$ cat config.mk
export PLATFORM = sky130hd
export DESIGN_NAME = mem_arbiter
export DESIGN_NICKNAME = d
export VERILOG_FILES = /design/src/rtl/mem_arbiter.sv
export SDC_FILE = /design/constraint.sdc
export NUM_CORES = 1
export LEC_CHECK = 0
export ABC_AREA = 1
export CAP_MARGIN = 40
export CORE_ASPECT_RATIO = 1.2
export CORE_UTILIZATION = 30
export CTS_CLUSTER_DIAMETER = 40
export DETAILED_ROUTE_END_ITERATION = 12
export GPL_TIMING_DRIVEN = 0
export PLACE_DENSITY = 0.73
export REMOVE_ABC_BUFFERS = 1
export SLEW_MARGIN = 10
export SYNTH_ARGS = -nofsm -noshare
export SYNTH_HDL_FRONTEND = slang
export SYNTH_SLANG_ARGS = --single-unit
export TNS_END_PERCENT = 1
$ cat constraint.sdc
create_clock -name clk -period 2.9 [get_ports clk]
set_input_delay 0.725 -clock clk [delete_from_list [all_inputs] [get_ports clk]]
set_output_delay 0.725 -clock clk [all_outputs]
set_load 0.02 [all_outputs]
$ cat src/rtl/mem_arbiter.sv
// mem_arbiter: round-robin arbiter that lets NUM_CORES requesters share one
// synchronous-write / combinational-read data memory. Each transaction takes
// IDLE -> ACCESS -> RESP, so at most one completes every three cycles.
module mem_arbiter #(
  parameter int NUM_CORES = 4,
  parameter int ADDR_W    = 16,
  parameter int DATA_W    = 16
) (
  input  logic                        clk,
  input  logic                        reset,
  input  logic [NUM_CORES-1:0]        core_req,
  input  logic [NUM_CORES-1:0]        core_we,
  input  logic [NUM_CORES*ADDR_W-1:0] core_addr,
  input  logic [NUM_CORES*DATA_W-1:0] core_wdata,
  output logic [NUM_CORES-1:0]        core_ack,
  output logic [DATA_W-1:0]           core_rdata,
  output logic                        mem_write,
  output logic                        mem_read,
  output logic [ADDR_W-1:0]           mem_address,
  output logic [DATA_W-1:0]           mem_data_in,
  input  logic [DATA_W-1:0]           mem_data_out
);

  localparam int GW = (NUM_CORES > 1) ? $clog2(NUM_CORES) : 1;
  localparam logic [NUM_CORES-1:0] ONE_HOT0 = NUM_CORES'(1);

  typedef enum logic [1:0] {IDLE, ACCESS, RESP} state_t;

  state_t          state;
  logic [GW-1:0]   last_grant;
  logic [GW-1:0]   winner;
  logic [GW-1:0]   pick;
  logic            pick_valid;
  int unsigned     scan;

  logic [ADDR_W-1:0] addr_arr  [NUM_CORES];
  logic [DATA_W-1:0] wdata_arr [NUM_CORES];

  // Unpack the flattened per-core buses so the winner can be indexed directly.
  for (genvar g = 0; g < NUM_CORES; g++) begin : g_unpack
    assign addr_arr[g]  = core_addr[g*ADDR_W +: ADDR_W];
    assign wdata_arr[g] = core_wdata[g*DATA_W +: DATA_W];
  end

  // Round-robin search starting just after the last granted core, with wrap.
  always_comb begin
    pick       = '0;
    pick_valid = 1'b0;
    scan       = 0;
    for (int unsigned i = 0; i < NUM_CORES; i++) begin
      scan = (32'(last_grant) + 32'd1 + i) % 32'(NUM_CORES);
      if (!pick_valid && core_req[GW'(scan)]) begin
        pick       = GW'(scan);
        pick_valid = 1'b1;
      end
    end
  end

  // Transaction FSM. The memory-port registers double as the latched request:
  // address/data hold after ACCESS, and mem_read marks a read during ACCESS.
  always_ff @(posedge clk or posedge reset) begin
    if (reset) begin
      state       <= IDLE;
      core_ack    <= '0;
      core_rdata  <= '0;
      mem_write   <= 1'b0;
      mem_read    <= 1'b0;
      mem_address <= '0;
      mem_data_in <= '0;
      last_grant  <= GW'(NUM_CORES - 1);
      winner      <= '0;
    end else begin
      case (state)
        IDLE: begin
          core_ack <= '0;
          if (pick_valid) begin
            winner      <= pick;
            mem_address <= addr_arr[pick];
            mem_data_in <= wdata_arr[pick];
            mem_write   <= core_we[pick];
            mem_read    <= ~core_we[pick];
            state       <= ACCESS;
          end
        end
        ACCESS: begin
          if (mem_read) core_rdata <= mem_data_out;
          mem_write <= 1'b0;
          mem_read  <= 1'b0;
          core_ack  <= ONE_HOT0 << winner;
          state     <= RESP;
        end
        RESP: begin
          core_ack   <= '0;
          last_grant <= winner;
          state      <= IDLE;
        end
        default: begin
          core_ack  <= '0;
          mem_write <= 1'b0;
          mem_read  <= 1'b0;
          state     <= IDLE;
        end
      endcase
    end
  end

endmodule
==> impl_results.md, run 1 <==
- Die Y: ~130 um
- Worst-Skew Late Latency: ~0.32 ns
- Routed Antenna Nets: 0
- Min-Delay Path Class: reg -> reg
- Met1 Resource Use GR: 21.1%
- # diodes: 0
- P_leak: 3.08 nW
- CTS clock-pin slew for the worst setup and hold paths: 0.05 ns
- EDFF count, synth: 0
- Worst-case clock skew: ~0.0078 ns
- CP top delay family: simple AND/OR/NAND/NOR gates
- Clock Path Buffers: 2
- DR vias: between 4,000 and 5,000
- Top Usage Layer GRT: met2
- Fin. Hold Viols: 0
- RSZ-0062 raised after global routing: yes
- CTS Sinks: 60
- CP max FO: 74
- Layout fillers: 1,254
- Drt via density: 4.42
- Register bit count reported by yosys: 60
- Worst Hold Path EP: core_ack[0]
- Maximum VDD drop: between 400 and 500 uV
- Critical path origin: core_req[2]
- Status: finished clean
- Io pins: 208
- Max stage delay on crit path: ~0.47 ns
- Final nets: around 900
- Met2 GRT Util: between 30% and 40%
- WL/cell: 12.6 um
- Power density cells: 1220 mW/mm^2
- Vias in the first global route: 3,855
- CTS tree: yes
- Area Overhead vs Synth: 67.0%
- GRT met3 Usage: 4.42%
- Slew headroom: about half
- Worst reg2reg path depth: 13
- Total power: 7.90 mW
- Port bufs: 207
- Post-layout min period: 2.77 ns
- Final slew viol count: 0
- Crit-path slowest cell: clkdlybuf4s50_1
- H-tree levels: 3
- CTS root buf: clkbuf_16
- Start of the worst register-to-register path: last_grant[0]
- Synth Area per Inst: 7.08 um^2
- CP Launch Type: input pin
- Most frequent cells in the layout: 207 x clkdlybuf4s50_1, 155 x nand2_1, 114 x nand3_1
- Asr flop ratio synth: 100%
- Die extent in x: 106 um
- GRT overflow: 0
- Wirelength, routed: 11,500 um
- Seq/Total Area, Yosys: 38.8%
- RR Endpoint: mem_address[3]
- Max cap viols: 0
- Worst Setup End Kind: register
- Total Routing Usage GR: 18.0%
- Actual slew at the worst max-slew pin: approximately 0.74 ns
- Post-Syn Area: slightly below 0.004 mm^2
- FMAX: 361 MHz
- Row Count: 45
- Antenna violations before repair: 0
- Pre-antenna DRT Iters: 6
- Core area: 0.0126 mm^2
- WHS Path Cells: 1
- R2R Setup Slk: 0.18 ns
- Crit share post-route: 95.5%
- Largest net degree at the start of global routing: 75
- Critical Path RT: 3.10 ns
- Initial Util: approximately 31%
- Setup TNS: 0 ns
- CP Class: in -> reg
- Die area: 0.0134 mm^2
- Synth Flop Type: dfrtp_1
- Final setup vio count: 0
- First-pass GRT wire length: 18,900 um
- Mapped Cells: 547
- Sum of buffers and inverters on the critical path: 3
- CTS Buf Count: 9
- Crit-path cells: clkdlybuf4s50_1 -> inv_1 -> nand2_1 -> nand3_2 -> nand2_2 -> nor2_4 -> nand3_4 -> nand2_2 -> nand2_4 -> nand2_8 -> buf_16 -> or2_2 -> nand3_1 -> nand3_1
- Dpl hpwl: 8200 um
- Commonest non-fill, non-tap cell in the layout: clkdlybuf4s50_1
- DRC Markers: 0
- Cell variety after synth: 27
- Hold_sp: winner[0]
- Iteration-0 DRC Markers: 129
- Synth warn: 0
- Layout cell share with drive strength beyond 1: 10.5%
- Crit path DAT: 2.97 ns
- Gpl congestion: 0.781
-- metrics by stage --
stage,hold WS (ns),setup WS (ns),utilization (%),cells,instance area [um^2]
after floorplan,0.432,-0.0816,-,522,3710
after global placement,0.448,-1.29,47.5,893,5990
after detailed placement,0.450,-0.496,47.9,895,6040
after CTS,0.456,-0.0282,50.9,913,6420
after global routing,0.493,-0.0680,51.3,913,6460
final,0.457,0.130,51.3,913,6460
-- cells by family after synthesis --
family                 Yosys count  synth area share [%]
buffers and inverters          119                  13.2
DFF                             60                  38.8
and+or+nand+nor                345                  42.3
AOI/OAI and AO/OA                7                 0.969
muxes                           16                  4.65
-- cell usage after synthesis (all sizes together) (2+ instances only) --
cell type	number	area share (%)
nand3	117	15
nand4	2	0.32
nand2	164	16
dfrtp	58	37
or2	52	8.4
clkbuf	8	0.78
nor3	4	0.52
dfstp	2	1.4
nor2	5	1.1
o21ai	4	0.52
a21oi	2	0.26
mux2	16	4.7
buf	17	3.3
inv	94	9.1
-- area by class of cell --
cell class | count | area, um^2 | share of cell area, %
timing repair buffer | 209 | 2120 | 32.8
sequential | 60 | 1500 | 23.3
clock inverter | 6 | 111 | 1.72
clock buffer | 10 | 239 | 3.70
tap | 164 | 205 | 3.17
inverter | 94 | 358 | 5.54
multi-input combinational | 370 | 1930 | 29.8
-- metal layers --
layer	share of wire, %	wire, um
met5	0	0
met4	1.1	126
met3	6.3	721
met2	51	5910
met1	41	4750
-- registers in the layout, indices dropped and copies added (netlist names) --
name	flops
core_ack	4
core_rdata	16
last_grant	2
mem_address	16
mem_data_in	16
mem_read	1
mem_write	1
state	2
winner	2
-- worst register-to-register path, delay by kind of cell (launching register included) --
| family | cells | cell delay (ns) |
|---|---|---|
| flops | 1 | 0.68 |
| buf+inv | 2 | 0.38 |
| simple gates | 11 | 1.54 |
-- worst max path at each step --
stage | to | slack [ns] | depth (start not counted)
floorplan | mem_address[10] | -0.08 | 11
global placement | mem_address[3] | -1.29 | 12
detailed placement | mem_address[3] | -0.50 | 12
CTS | mem_address[3] | -0.03 | 13
global route | mem_address[3] | -0.07 | 14
finish | mem_address[3] | 0.13 | 14
-- power breakdown --
group	switching (mW)	internal, mW	leakage [nW]
sequential	0.239	1.30	0.726
clock	0.380	0.862	0.169
combinational	3.01	2.11	2.18
-- repair_timing --
action / 4_1_cts / 5_1_grt
buffers inserted: 0 / 0
resized for setup: 2 / 11
hold buffers: 0 / 0
pin swaps: 2 / 2
setup endpoints to repair: 34 / 32
cloned: 2 / 0
Note: power is estimated with default switching activity, not from simulation.
==> run 2: changes to the inputs <==
CORE_MARGIN = 1   (was unset)
GPL_TIMING_DRIVEN = 1   (was 0)
==> run 2 against run 1 <==
Count of clock-buffer cells in the layout down 1; via count up 1.3%; non-clock buffer count up 9; first-iteration DRC count up 2.3%; utilization down 0.27 points; wire length down 2.5%; design area down 0.52%; sequential power about the same; highest routed layer unchanged; hold slack worse by 0.0024 ns.
==> impl_results.md, run 2 (synthesis results as in run 1) <==
- Max stage delay on crit path: 0.42 ns
- Crit-path slowest cell: clkdlybuf4s50_1
- Die Y: approximately 130 um
- Clock Path Buffers: 2
- Io pins: between 200 and 250
- Crit share post-route: 82.4%
- CTS tree: yes
- P_leak: 3.09 nW
- CP most frequent cell: nand3_1
- Worst-case clock skew: 0.00731 ns
- Iteration-0 DRC Markers: between 100 and 150
- CP Launch Type: input pin
- CTS Sinks: 60
- Layout cell share with drive strength beyond 1: roughly a tenth
- CTS root buf: clkbuf_16
- Min-Delay Path Class: reg -> reg
- # diodes: 0
- Crit path DAT: 2.59 ns
- Commonest non-fill, non-tap cell in the layout: clkdlybuf4s50_1
- Dpl hpwl: approximately 8600 um
- Area Overhead vs Synth: 66.1%
- Power density cells: 1190 mW/mm^2
- Sum of buffers and inverters on the critical path: 3
- Fin. Hold Viols: 0
- Regs by FF count: core_rdata: 16 flops, mem_address: 16 flops, mem_data_in: 16 flops
- Drt via density: around 4.4
- Layout fillers: 1,258
- CTS Buf Count: 9
- CP Class: in -> reg
- Vias in the first global route: about 4,000
- Final nets: 905
- Worst-Skew Late Latency: 0.32 ns
- Row Count: 45
- FMAX: 418 MHz
- RSZ-0062 raised after global routing: no
- Final setup vio count: 0
- Maximum VDD drop: 833 uV
- Final worst setup slack: about 0.51 ns
- Max cap viols: 0
- Critical Path RT: about 3.1 ns
- Largest net degree at the start of global routing: 70
- Number of gates resized after CTS: 0
- Die area: 0.0134 mm^2
- CP max FO: just under 70
- Die extent in x: ~110 um
- Final slew viol count: 0
- Place WS: 0.162 ns
- Most frequent cells in the layout: 207 x clkdlybuf4s50_1, 158 x nand2_1, 115 x nand3_1
- Slew headroom: about 56%
- DR vias: 4,083
- Antenna violations before repair: 0
- WL/cell: 12.2 um
- CTS clock-pin slew for the worst setup and hold paths: around 0.06 ns
- Hold-fix buffers at CTS: 0
- Routed Antenna Nets: 0
- DRC Markers: 0
- Wirelength, routed: 11,200 um
- Post-layout min period: approximately 2.4 ns
- CP top delay family: simple AND/OR/NAND/NOR gates
- Worst Setup End Kind: register
- Initial Util: 30.7%
- Final instance area: 0.00643 mm^2
- H-tree levels: 3
- Setup Fix Bufs, Post-CTS: 0
- Worst hold margin: 0.454 ns
- Gpl congestion: 0.861
- Core area: 0.0126 mm^2
- Placed inst area: 0.00614 mm^2
- Pre-antenna DRT Iters: 6
- First-pass GRT wire length: approximately 19,000 um
- Port bufs: 207
- Crit-path cells: clkdlybuf4s50_1 -> inv_1 -> nand2_1 -> nand3_1 -> nand2_2 -> nor2_4 -> nand3_2 -> nand3_2 -> nand2_4 -> buf_12 -> or2_2 -> nand3_1 -> nand3_1
- Status: finished clean
- Total Routing Usage GR: about 18%
- GRT overflow: 0
- Actual slew at the worst max-slew pin: between 0.6 and 0.7 ns
run 2: final timing paths:
| check | startpoint | endpoint | slack [ns] | cells after the start |
|---|---|---|---|---|
| max | core_req[1] | mem_data_in[0] | 0.51 | 13 |
| max in group asynchronous | reset | last_grant[1] | 1.61 | 3 |
| min | winner[0] | core_ack[0] | 0.45 | 1 |
| min reg2reg | winner[0] | core_ack[0] | 0.45 | 1 |
| min in group asynchronous | reset | core_rdata[1] | 0.72 | 2 |
| max reg2reg | last_grant[0] | mem_data_in[0] | 0.61 | 13 |
run 2: report_power, final:
group          total [mW]  leakage [nW]  switching (mW)  internal, mW
Sequential           1.53         0.726           0.233          1.30
Clock                1.04         0.145           0.377         0.661
Combinational        5.11          2.22            2.89          2.22
Total                7.68          3.09            3.50          4.18
run 2: metrics by stage:
step	util, %	cells	setup TNS, ns	total power [mW]
finish	51.0	920	0	7.68
floorplan	-	522	-1.63	4.67
CTS	51.0	920	0	7.80
global route	51.0	920	0	8.43
global placement	48.7	904	0	6.63
detailed placement	48.7	904	0	6.73
run 2: per-layer routing:
metal  global-route usage [%]  wire length, um  up-vias
li1                         -                -     2097
met1                     20.5             4680     1825
met2                     31.4             5620      146
met3                     4.42              721       15
met4                     5.80              199        0
met5                        0                0        -
run 2: final cells by class:
cell class / instances / area (um^2) / area share (%)
Clock buffer: 9 / 225 / 3.50
Clock inverter: 7 / 66.3 / 1.03
Inverter: 94 / 353 / 5.49
Multi-Input combinational cell: 368 / 1860 / 28.9
Sequential cell: 60 / 1500 / 23.4
Tap cell: 164 / 205 / 3.19
Timing Repair Buffer: 218 / 2220 / 34.5
==> run 3: changes to the inputs <==
clock period = 2.43 ns   (was 2.9 ns; I/O delays follow)
==> run 3 against run 2 <==
Combinational power is 23% higher; sequential power is 18% higher; count of clock-buffer cells in the layout increased by 1.
==> impl_results.md, run 3 (synthesis results as in run 1) <==
- Status: finished clean
- First-pass GRT wire length: 18,500 um
- Total power: 9.61 mW
- Worst hold margin: 0.451 ns
- Sw power: 4.22 mW
- Final instance area: 0.00656 mm^2
- Port bufs: 207
- FMAX: between 400 and 500 MHz
- Maximum VDD drop: 1090 uV
- Worst Setup End Kind: register
- Commonest non-fill, non-tap cell in the layout: clkdlybuf4s50_1
- Min-Delay Path Class: reg -> reg
- Pint: 5.39 mW
- Final worst setup slack: 0.142 ns
- Area Overhead vs Synth: 69.5%
- Crit-path cells: clkdlybuf4s50_1 -> nand2_1 -> nand2_1 -> nand2_1 -> nand2_2 -> nor2_4 -> nand3_2 -> nand3_2 -> nand2_4 -> buf_12 -> or2_2 -> nand3_1 -> nand3_1
- Most frequent cells in the layout: 207 x clkdlybuf4s50_1, 158 x nand2_1, 115 x nand3_1
- CTS Buf Count: 9
- Drt via density: roughly 4.5
- CTS tree: yes
- Sum of buffers and inverters on the critical path: 2
- Row Count: 45
- DRC Markers: 0
- CP most frequent cell: nand2_1
- Core area: 0.0126 mm^2
- Antenna violations before repair: 0
- Place WS: -0.197 ns
- Gpl congestion: 0.818
- Placed inst area: about 0.0062 mm^2
- Layout cell share with drive strength beyond 1: between 10% and 20%
- Initial Util: 30.7%
- Crit path DAT: about 2.5 ns
- Fin. Hold Viols: 0
- Crit share post-route: between 90% and 100%
- P_leak: 3.15 nW
- Flop pwr share: a little under a fifth
- Routed Antenna Nets: 0
- CTS root buf: clkbuf_16
- Worst-case clock skew: 0.00552 ns
- Crit-path slowest cell: clkdlybuf4s50_1
- Die extent in x: around 110 um
- CTS clock-pin slew for the worst setup and hold paths: 0.05 ns
- DR vias: 4,147
- Critical Path RT: 2.63 ns
- WL/cell: 12.1 um
- Slew headroom: 55.9%
- Sw Ratio: 43.9%
- Hold-fix buffers at CTS: 0
- H-tree levels: 3
- CP Class: in -> reg
- Post-placement cell count: 911
- Io pins: about 210
- Dpl hpwl: about 8800 um
- Max stage delay on crit path: around 0.43 ns
- Die Y: 126 um
- Clock Path Buffers: 2
- Iteration-0 DRC Markers: 197
- Worst-Skew Late Latency: between 0.3 and 0.4 ns
- RSZ-0062 raised after global routing: yes
- Wirelength, routed: 11,300 um
- # diodes: 0
- Actual slew at the worst max-slew pin: roughly 0.66 ns
- Vias in the first global route: between 3,000 and 4,000
- Setup TNS: 0 ns
- Die area: 0.0134 mm^2
- Total Routing Usage GR: 17.5%
- Clock share of power: 15.4%
- CP max FO: 51
- Post-layout min period: between 2 and 2.5 ns
- CP top delay family: simple AND/OR/NAND/NOR gates
- Final nets: between 900 and 1,000
- Largest net degree at the start of global routing: 59
- Final core occ: 52.0%
- Final slew viol count: 0
- Post-route insts no fill: 929
- GRT overflow: 0
- Regs by FF count: core_rdata: 16 flops, mem_address: 16 flops, mem_data_in: 16 flops
- CP Launch Type: input pin
- Final setup vio count: 0
- Pre-antenna DRT Iters: 4
- Power density cells: 1460 mW/mm^2
- Max cap viols: 0
- CTS Sinks: 60
- Comb power frac: 65.7%
run 3: worst reg2reg max path, cell delays in order (launching register included):
cell and delay [ns]:
dfstp_2 0.59, inv_2 0.08, nand2_1 0.06, nand2_1 0.09, nand2_1 0.09, nand2_2 0.09
nor2_4 0.15, nand3_2 0.11, nand3_2 0.12, nand2_4 0.09, buf_12 0.17, or2_2 0.31
nand3_1 0.09, nand3_1 0.07
run 3: worst paths after layout:
path	from	endpoint	slack, ns	cells after the start
min in group asynchronous	reset	core_rdata[12]	0.70	3
worst max-delay path	core_req[3]	mem_address[2]	0.14	13
max in group asynchronous	reset	mem_address[3]	1.42	3
worst max register to register	last_grant[1]	mem_address[2]	0.22	13
worst min-delay path	winner[0]	core_ack[0]	0.45	1
worst min register to register	winner[0]	core_ack[0]	0.45	1
run 3: routing by layer:
layer	GRT usage, %	vias to the layer above	wire length, um
met5	0	-	0
met4	5.15	0	116
met3	4.16	9	794
met2	32.1	153	5840
met1	20.1	1877	4530
li1	-	2108	-
run 3: layout make-up:
cell class / count / area, um^2
inverter: 94 / 353
clock buffer: 10 / 239
fill: 1257 / 6050
sequential: 60 / 1500
multi-input combinational: 368 / 1860
tap: 164 / 205
timing repair buffer: 227 / 2280
clock inverter: 6 / 111
run 3: power by group through the flow:
stage	clock, mW	combinational (mW)	sequential, mW
after global placement	0	6.27	1.83
after detailed placement	0	6.36	1.85
after floorplan	0	3.22	2.36
final	1.48	6.31	1.81
after global routing	1.57	7.04	1.88
after CTS	1.52	6.38	1.84
run 3: what timing repair did:
action | CTS | global route
gates resized for setup | 0 | 1
setup endpoints to repair | 0 | 28
hold endpoints to repair | 0 | 0
setup buffers | 0 | 2
